$ cat config.mk
export PLATFORM = sky130hd
export DESIGN_NAME = traffic_phase_fsm
export DESIGN_NICKNAME = d
export VERILOG_FILES = /design/src/rtl/traffic_phase_fsm.sv
export SDC_FILE = /design/constraint.sdc
export NUM_CORES = 1
export LEC_CHECK = 0
export CORE_ASPECT_RATIO = 1.1
export CORE_MARGIN = 2
export CORE_UTILIZATION = 55
export CTS_BUF_LIST = sky130_fd_sc_hd__clkbuf_4 sky130_fd_sc_hd__clkbuf_8
export DETAILED_ROUTE_END_ITERATION = 7
export DONT_BUFFER_PORTS = 1
export PLACE_DENSITY_LB_ADDON = 0.3
export SLEW_MARGIN = 30
export SYNTH_ARGS = -nofsm -noshare
export SYNTH_HDL_FRONTEND = slang
export SYNTH_SLANG_ARGS = --single-unit
$ cat constraint.sdc
create_clock -name clock -period 2.5 [get_ports clock]
set_clock_uncertainty 0.15 [all_clocks]
set_input_delay 0.5 -clock clock [delete_from_list [all_inputs] [get_ports clock]]
set_output_delay 0.5 -clock clock [all_outputs]
set_load 0.05 [all_outputs]
$ cat src/rtl/traffic_phase_fsm.sv
`default_nettype none
// ============================================================================
// Module   : traffic_phase_fsm
// Brief    : Intersection phase controller. Steps an eight-phase ring on the
//            1-second tick, skips left-turn arrows nobody asked for, and
//            drains the junction to all-red on an emergency override.
// Revision : 1.0 - initial release
// ============================================================================
module traffic_phase_fsm #(
  parameter int T_GREEN  = 8,   // dwell (ticks) of through-green phases 0 and 4, 1..255
  parameter int T_YELLOW = 3,   // dwell (ticks) of yellow phases 1 and 5, 1..255
  parameter int T_ALLRED = 2,   // dwell (ticks) of all-red phases 2 and 6, 1..255
  parameter int T_LEFT   = 5    // dwell (ticks) of left-arrow phases 3 and 7, 1..255
) (
  input  logic       clock,
  input  logic       resetn,
  input  logic       tick,
  input  logic       emergency,
  input  logic       left_req_ns,
  input  logic       left_req_ew,
  output logic [2:0] state,
  output logic [7:0] remaining,
  output logic       state_change,
  output logic       emergency_active
);

  // Phase codes are fixed by the LED datapath; do not renumber.
  typedef enum logic [2:0] {
    PH_NS_GREEN  = 3'd0,
    PH_NS_YELLOW = 3'd1,
    PH_NS_ALLRED = 3'd2,
    PH_EW_LEFT   = 3'd3,
    PH_EW_GREEN  = 3'd4,
    PH_EW_YELLOW = 3'd5,
    PH_EW_ALLRED = 3'd6,
    PH_NS_LEFT   = 3'd7
  } phase_e;

  localparam logic [7:0] c_green  = 8'(T_GREEN);
  localparam logic [7:0] c_yellow = 8'(T_YELLOW);
  localparam logic [7:0] c_allred = 8'(T_ALLRED);
  localparam logic [7:0] c_left   = 8'(T_LEFT);

  phase_e     state_q, state_d;
  logic [7:0] remaining_q, remaining_d;
  logic       state_change_q, state_change_d;
  logic       em_active_q, em_active_d;
  logic       left_ns_q, left_ns_d;
  logic       left_ew_q, left_ew_d;

  logic       go_phase;      // a green or left-arrow phase: emergency cuts it short
  logic       allred_phase;  // phases 2 and 6: where an emergency parks the junction

  // Dwell length loaded on entry to a phase.
  function automatic logic [7:0] dwell(input phase_e p);
    logic [7:0] d;
    d = c_allred;
    case (p)
      PH_NS_GREEN, PH_EW_GREEN:   d = c_green;
      PH_NS_YELLOW, PH_EW_YELLOW: d = c_yellow;
      PH_NS_ALLRED, PH_EW_ALLRED: d = c_allred;
      PH_EW_LEFT, PH_NS_LEFT:     d = c_left;
      default:                    d = c_allred;
    endcase
    return d;
  endfunction

  // Normal ring successor; the all-red phases pick the left arrow only if requested.
  function automatic phase_e next_phase(input phase_e cur, input logic ns_pend,
                                        input logic ew_pend);
    phase_e n;
    n = cur;
    case (cur)
      PH_NS_GREEN:  n = PH_NS_YELLOW;
      PH_NS_YELLOW: n = PH_NS_ALLRED;
      PH_NS_ALLRED: n = ew_pend ? PH_EW_LEFT : PH_EW_GREEN;
      PH_EW_LEFT:   n = PH_EW_GREEN;
      PH_EW_GREEN:  n = PH_EW_YELLOW;
      PH_EW_YELLOW: n = PH_EW_ALLRED;
      PH_EW_ALLRED: n = ns_pend ? PH_NS_LEFT : PH_NS_GREEN;
      PH_NS_LEFT:   n = PH_NS_GREEN;
      default:      n = PH_EW_ALLRED;
    endcase
    return n;
  endfunction

  assign go_phase     = (state_q == PH_NS_GREEN) || (state_q == PH_NS_LEFT) ||
                        (state_q == PH_EW_LEFT)  || (state_q == PH_EW_GREEN);
  assign allred_phase = (state_q == PH_NS_ALLRED) || (state_q == PH_EW_ALLRED);

  // Next-state: emergency first, then the release reload, then tick-driven dwell.
  always_comb begin
    state_d     = state_q;
    remaining_d = remaining_q;
    em_active_d = em_active_q | emergency;
    left_ns_d   = left_ns_q | left_req_ns;
    left_ew_d   = left_ew_q | left_req_ew;

    if (emergency && go_phase) begin
      // Cut the green/arrow short into the yellow of the same approach.
      state_d     = ((state_q == PH_NS_GREEN) || (state_q == PH_NS_LEFT)) ?
                    PH_NS_YELLOW : PH_EW_YELLOW;
      remaining_d = c_yellow;
    end else if (emergency && allred_phase) begin
      // Park in all-red; the dwell is frozen at its full value.
      remaining_d = c_allred;
    end else if (allred_phase && em_active_q) begin
      // Override released: give a fresh all-red before the ring resumes.
      remaining_d = c_allred;
      em_active_d = 1'b0;
    end else if (tick) begin
      if (remaining_q > 8'd1) begin
        remaining_d = remaining_q - 8'd1;
      end else begin
        state_d     = next_phase(state_q, left_ns_q, left_ew_q);
        remaining_d = dwell(state_d);
      end
    end

    // Entering a left phase serves its request; the clear beats a same-cycle request.
    if ((state_d == PH_EW_LEFT) && (state_q != PH_EW_LEFT)) left_ew_d = 1'b0;
    if ((state_d == PH_NS_LEFT) && (state_q != PH_NS_LEFT)) left_ns_d = 1'b0;

    state_change_d = (state_d != state_q);
  end

  // State and registered outputs; asynchronous reset parks the junction in all-red.
  always_ff @(posedge clock or negedge resetn) begin
    if (!resetn) begin
      state_q        <= PH_EW_ALLRED;
      remaining_q    <= c_allred;
      state_change_q <= 1'b0;
      em_active_q    <= 1'b0;
      left_ns_q      <= 1'b0;
      left_ew_q      <= 1'b0;
    end else begin
      state_q        <= state_d;
      remaining_q    <= remaining_d;
      state_change_q <= state_change_d;
      em_active_q    <= em_active_d;
      left_ns_q      <= left_ns_d;
      left_ew_q      <= left_ew_d;
    end
  end

  assign state            = state_q;
  assign remaining        = remaining_q;
  assign state_change     = state_change_q;
  assign emergency_active = em_active_q;

endmodule
`default_nettype wire

# After elaboration in Yosys (flattened, before gate mapping)
# Memory sizes are Yosys's and may differ from the RTL's.
# Cells that the tools add are included.
# classes
addsub	1
n_reduce_logical	11
order_cmp	1
mux	24
n_eq_ne	12
n_bitwise	3
# op_table
op	count
two-way mux 8 bit	5
two-way mux 3 bit	13
case mux 3 bit (8 select lines)	1
== test 3 bit (second input constant)	5
== test 3 x 2 -> 1 bit (second input constant)	3
greater-than comparator 8 x 1 -> 1 bit (second input constant)	1
subtractor 8 x 1 -> 8 bit (second input constant)	1
logical AND 1 bit	5
two-way mux 1 bit	5
logical OR 1 bit	4
nonzero test 4 bit	1
== test 3 x 1 -> 1 bit (second input constant)	1
logical NOT 3 bit	1
inequality test 3 x 2 -> 1 bit (second input constant)	1
inequality test 3 bit	1
inequality test 3 bit (second input constant)	1
OR 1 bit	3
# word_totals
input_bits	6
mem_count	1
register_bits	15
output_inout_bits	13
romBits	32
# memory_table
name	depth	width	rd	rd_ports_with_merged_regs	write_ports	line_no	rtl
(name not given)	8	4	1	0	0	58	case (p)

# Logic depth before layout (Yosys ltp)
# depth
word_depth	15
depth_mapped	9
mapped_depth_nobuf	9

# Worst setup path after synthesis
# Ideal clock, no wire load.
# synth_timing
path_kind	reg2reg
startpoint	reg state_q[0], in the netlist state[0]
endpoint	reg remaining_q[2], in the netlist remaining[2]
path_stages_with_launch	9
setup_time_ps	145
t_arrival_ps	2404
synth_period_minus_slack_ps	2699
n_path_buf	0
slack_ps	-199
cell_sequence	dfrtp_1 -> inv_1 -> ha_1 -> a221oi_1 -> inv_1 -> ha_1 -> mux2_2 -> a22oi_1 -> nor2_1
# synth_via
elab_chain_cells	13
# synth_rtl
element	line_no	rtl
start: declaration	44	phase_e state_q, state_d;
start signal: assignment	137	state_q <= state_d;
== test 3 bit (tied with other cells)	73, 87	
case mux 3 bit (8 select lines)	73	case (cur)
two-way mux 3 bit	112	if (remaining_q > 8'd1) begin
two-way mux 3 bit	111	end else if (tick) begin
two-way mux 3 bit	107	end else if (allred_phase && em_active_q) begin
two-way mux 3 bit	104	end else if (emergency && allred_phase) begin
two-way mux 3 bit	99	if (emergency && go_phase) begin
memory (8 x 4 bit)	-	
two-way mux 8 bit	112	
two-way mux 8 bit	111	
two-way mux 8 bit	107	
two-way mux 8 bit	104	
two-way mux 8 bit	99	
end signal: assignment	131	remaining_q <= c_allred;
end signal: assignment	138	remaining_q <= remaining_d;
end: declaration	45	logic [7:0] remaining_q, remaining_d;
# Several ways; a longest one is shown, not always the timed one. The select of a mux whose other input is x is not followed.
# A chain may end at the register's enable or synchronous reset.

# Worst setup path after layout
# layout_timing
startpoint	reg state_q[1], in the netlist state[1]
endpoint	reg remaining_q[1], in the netlist remaining[1]
# Same word-level chain as after synthesis.

==> run summary <==
The flow ran to the end, and the final reports show no timing, DRC or antenna violations. The count of cell types in the netlist was 43; the number of buffers on the longest clock path was 2. The number of nets in the synthesized netlist is 138.

In the detailed route, the total length drawn on met3 is 96 um. The logs give 51.2% for the relative max-transition margin and 0 for the number of inserted diodes. After synthesis the netlist holds a flip-flop and latch count of 15. 19 I/O pins were placed. The fraction of the mapped netlist area in adder cells is 8.93%, and the routed length per placed instance is 14.4 um.

Class of the tightest hold or removal check: input pin to flip-flop. Post-CTS clock slew at the launch and capture registers of the worst setup and hold paths: 0.10 ns. The logs give 2440 um for the final wirelength and 686 sq um for the area taken by multi-input logic gates. Among all stages on the critical path, the largest delay is contributed by dfstp_2.

The tools report the post-synthesis cell count as 124. In this run, the clock network consumes 7.7% of the power. Of the total synthesized cell area, the portion taken by AND, OR, NAND and NOR gates is 27.5%. The minimum clock period after layout was 2.34 ns. For the footprint of the flip-flops and latches, the log shows 380 sq um.

The tools report the count of TritonRoute iterations in the first routing pass as 4. From bottom edge to top edge, the die measures 51.4 um. The largest stage delay on the critical path came out at 0.60 ns.

Final clock period utilization by the worst path: 93.8%. For the worst setup path, the data arrival time is 2.42 ns. The critical path in this run is classified as flip-flop to flip-flop. Core footprint: 1960 sq um.

Combinational logic burns 68.0% of the power. The setup TNS is 0 ns, and the synthesized cell area is 1120 sq um. For this run, design rule violations remaining after detail routing come to 0.

The worst setup path is captured at a flip-flop. Summed over all nets, the switching power comes to 971 uW. Summing the areas of all compound-gate instances in the mapped netlist gives 18.5% of the synthesized area. The run gives 1 as the CTS H-tree depth. For the post-detailed-placement half-perimeter wirelength, the log shows 1900 um. Number of flops mapped to enable cells by yosys: 0. Setup violations remaining at the end of the flow were counted as 0. Of the total synthesized cell area, the portion taken by XOR and XNOR cells is 0%.

A synthesized cell averages 9.04 sq um. Global routing consumed, over all layers together, 23.0% of the routing resources. The cell at the root of the clock tree was clkbuf_4. The first global-routing pass estimated 4030 um of wire. The filler cells instantiated in the layout total 177. The die boundary width is 47.0 um.

Initial core utilization: 57.3%. The post-detailed-route via-to-cell ratio was 5.81; the initial antenna violation count was 0. Setup repair after global routing left no endpoint under its margin. The logs give 0.158 ns for the post-route worst hold slack and 1240 um for the detailed-routed wire length on met2. The signal on the critical path passes through inv_1 > ha_1 > a221oi_2 > buf_4 > ha_1 > nand2_1 > o21ai_0 > a211o_1.

Based on the critical path, the design can be clocked at up to 426 MHz. The logs give 933 for the via count of the first global-routing pass and 2.57 ns for the required time of the worst setup path. The number of hold violations in the final report was 0. The run gives 1.01 mV as the maximum resistive drop on vdd. Slew at the pin with the worst max-slew slack: 0.730 ns. The kind of cell with the highest combined delay on the critical path is compound AO/OA/AOI/OAI gates.

For this run, the register share of the synthesized area comes to 33.8%. TritonCTS built the clock tree. The fraction of registers with async set/reset was 100%; the routed via count was 982.

In the synthesized netlist the dominant register cell turns out to be dfrtp_1. The critical path contains buffers and inverters numbering 2 combined. The clock buffer count from CTS is 3, and the layout cell share with drive strength beyond 1 is 27.7%. The largest net degree at the start of global routing came out at 16.

The tool flagged a number of max-cap violations equal to 0. For this run, the number of Yosys warnings is 0. Of the total power, registers draw 24.3%. The number of sinks handled by clock tree synthesis is 15, and the power density normalized to cell area is 1450 nW/um^2. The logs give 0 for the number of slew-limit violations in the final report and 156 for the number of nets in the layout.

The highest metal layer with signal wires is met4. For the detailed-route wire length on metal 1, the log shows 1090 um. The cell-internal power came out at 890 uW.

The worst setup path is launched from a flip-flop. After synthesis, the largest family of logic cells by area is simple AND/OR/NAND/NOR gates. The later-pin clock latency in the skew report is 0.28 ns, and the count of standard-cell rows is 17.

The tools report the global-route congestion overflow total as 0. The remaining number of nets flagged by the antenna check after routing is 0, and the area growth from synthesis to layout is 14.6%. Along the worst path, the maximum fanout reaches 7. At the end of routability-driven placement, the weighted congestion stood at 0.929. The analysis attributes to cell leakage a power of 0.000565 uW. The number of post-CTS setup repair buffers is 0, and the mux contribution to synthesized area is 4.80%.

By instance count, the cell type seen most on the critical path is ha_1. The detailed router finished its first iteration with 18 violations. Of the total power, the share spent switching nets is 52.2%. The count of input and output buffers was 0.

The die covers 2420 sq um.
[cell type report]
type                    instances  area share (%)
clock buffers                   3            1.75
clock inverters                 1           0.389
inverters                       9            2.63
repair buffers                 16            9.54
flip-flops and latches         15            29.6
well taps                      28            2.73
multi-input cells              97            53.4
[through the flow]
stage / setup slack, ns / power (uW) / util, % / instances / cell area, sq um
5_1_grt: 0.0110 / 2000 / 65.7 / 169 / 1280
3_3_place_gp: 0.230 / 1660 / 63.4 / 164 / 1240
6_report: 0.155 / 1860 / 65.7 / 169 / 1280
4_1_cts: 0.142 / 1850 / 65.3 / 169 / 1280
2_1_floorplan: 0.0340 / 1400 / - / 124 / 1130
3_5_place_dp: 0.155 / 1690 / 63.4 / 164 / 1240
[repair_timing]
item,in CTS,in global routing
resized for setup,0,2
hold buffers,1,0
setup endpoints to repair,0,3
hold endpoints to repair,15,0
[cells by family after synthesis]
logic type / after synthesis
muxes: 5
AOI/OAI and AO/OA: 32
and+or+nand+nor: 52
DFF: 15
buffers and inverters: 12
adders and majority gates: 8
[final timing paths]
kind / start / to / slack (ns) / cells past startpoint
setup reg to reg: state[1] / remaining[1] / 0.16 / 8
setup / recovery: state[1] / remaining[1] / 0.16 / 8
hold reg to reg: state[1] / state[1] / 0.42 / 2
hold / removal: emergency / emergency_active / 0.16 / 1
min in group asynchronous: resetn / remaining[0] / 0.56 / 1
max in group asynchronous: resetn / state[0] / 1.14 / 1
[layout by cell type (no fill, tap or decap), types with 2 or more instances in the layout]
master,Yosys,final
a21oi_1,9,8
a22oi_1,2,2
buf_4,0,15
clkbuf_4,0,3
dfrtp_1,12,11
dfstp_2,3,3
ha_1,8,7
inv_1,9,9
mux2_2,3,3
nand2_1,9,9
nor2_1,15,15
nor2b_1,2,2
nor3_1,8,8
nor4_1,2,2
o21ai_0,10,10
[synthesized netlist by cell type, drive strengths merged, types with 3 or more instances]
cell type | instances | area, sq um
mux2 | 3 | 33.8
inv | 9 | 33.8
dfstp | 3 | 78.8
ha | 8 | 100
dfrtp | 12 | 300
nor2 | 15 | 56.3
nor3 | 8 | 40.0
o21ai | 10 | 50.1
nand2 | 9 | 33.8
a21oi | 9 | 45.0
[power groups by stage]
stage,logic (uW),clock network (uW),registers (uW)
3_5_place_dp,1240,0,457
2_1_floorplan,717,0,685
6_report,1260,143,452
5_1_grt,1370,159,469
3_3_place_gp,1200,0,453
4_1_cts,1250,151,453
[worst reg2reg max path, cell delays in order, from the launching register on]
cell and delay [ns]:
dfstp_2 0.60, inv_1 0.09, ha_1 0.25, a221oi_2 0.36
buf_4 0.19, ha_1 0.22, nand2_1 0.05, o21ai_0 0.07
a211o_1 0.31
[per-layer routing]
metal / GRT usage, % / vias to the layer above
met5: 0 / -
met4: 8.33 / 0
met3: 2.47 / 2
met2: 38.1 / 26
met1: 30.1 / 468
li1: - / 486
[flip-flops by register name (all words and copies together) (netlist names)]
| register | cells |
|---|---|
| state_change | 1 |
| left_ew_q | 1 |
| left_ns_q | 1 |
| emergency_active | 1 |
| remaining | 8 |
| state | 3 |
Power figures use the tool's default switching activity.
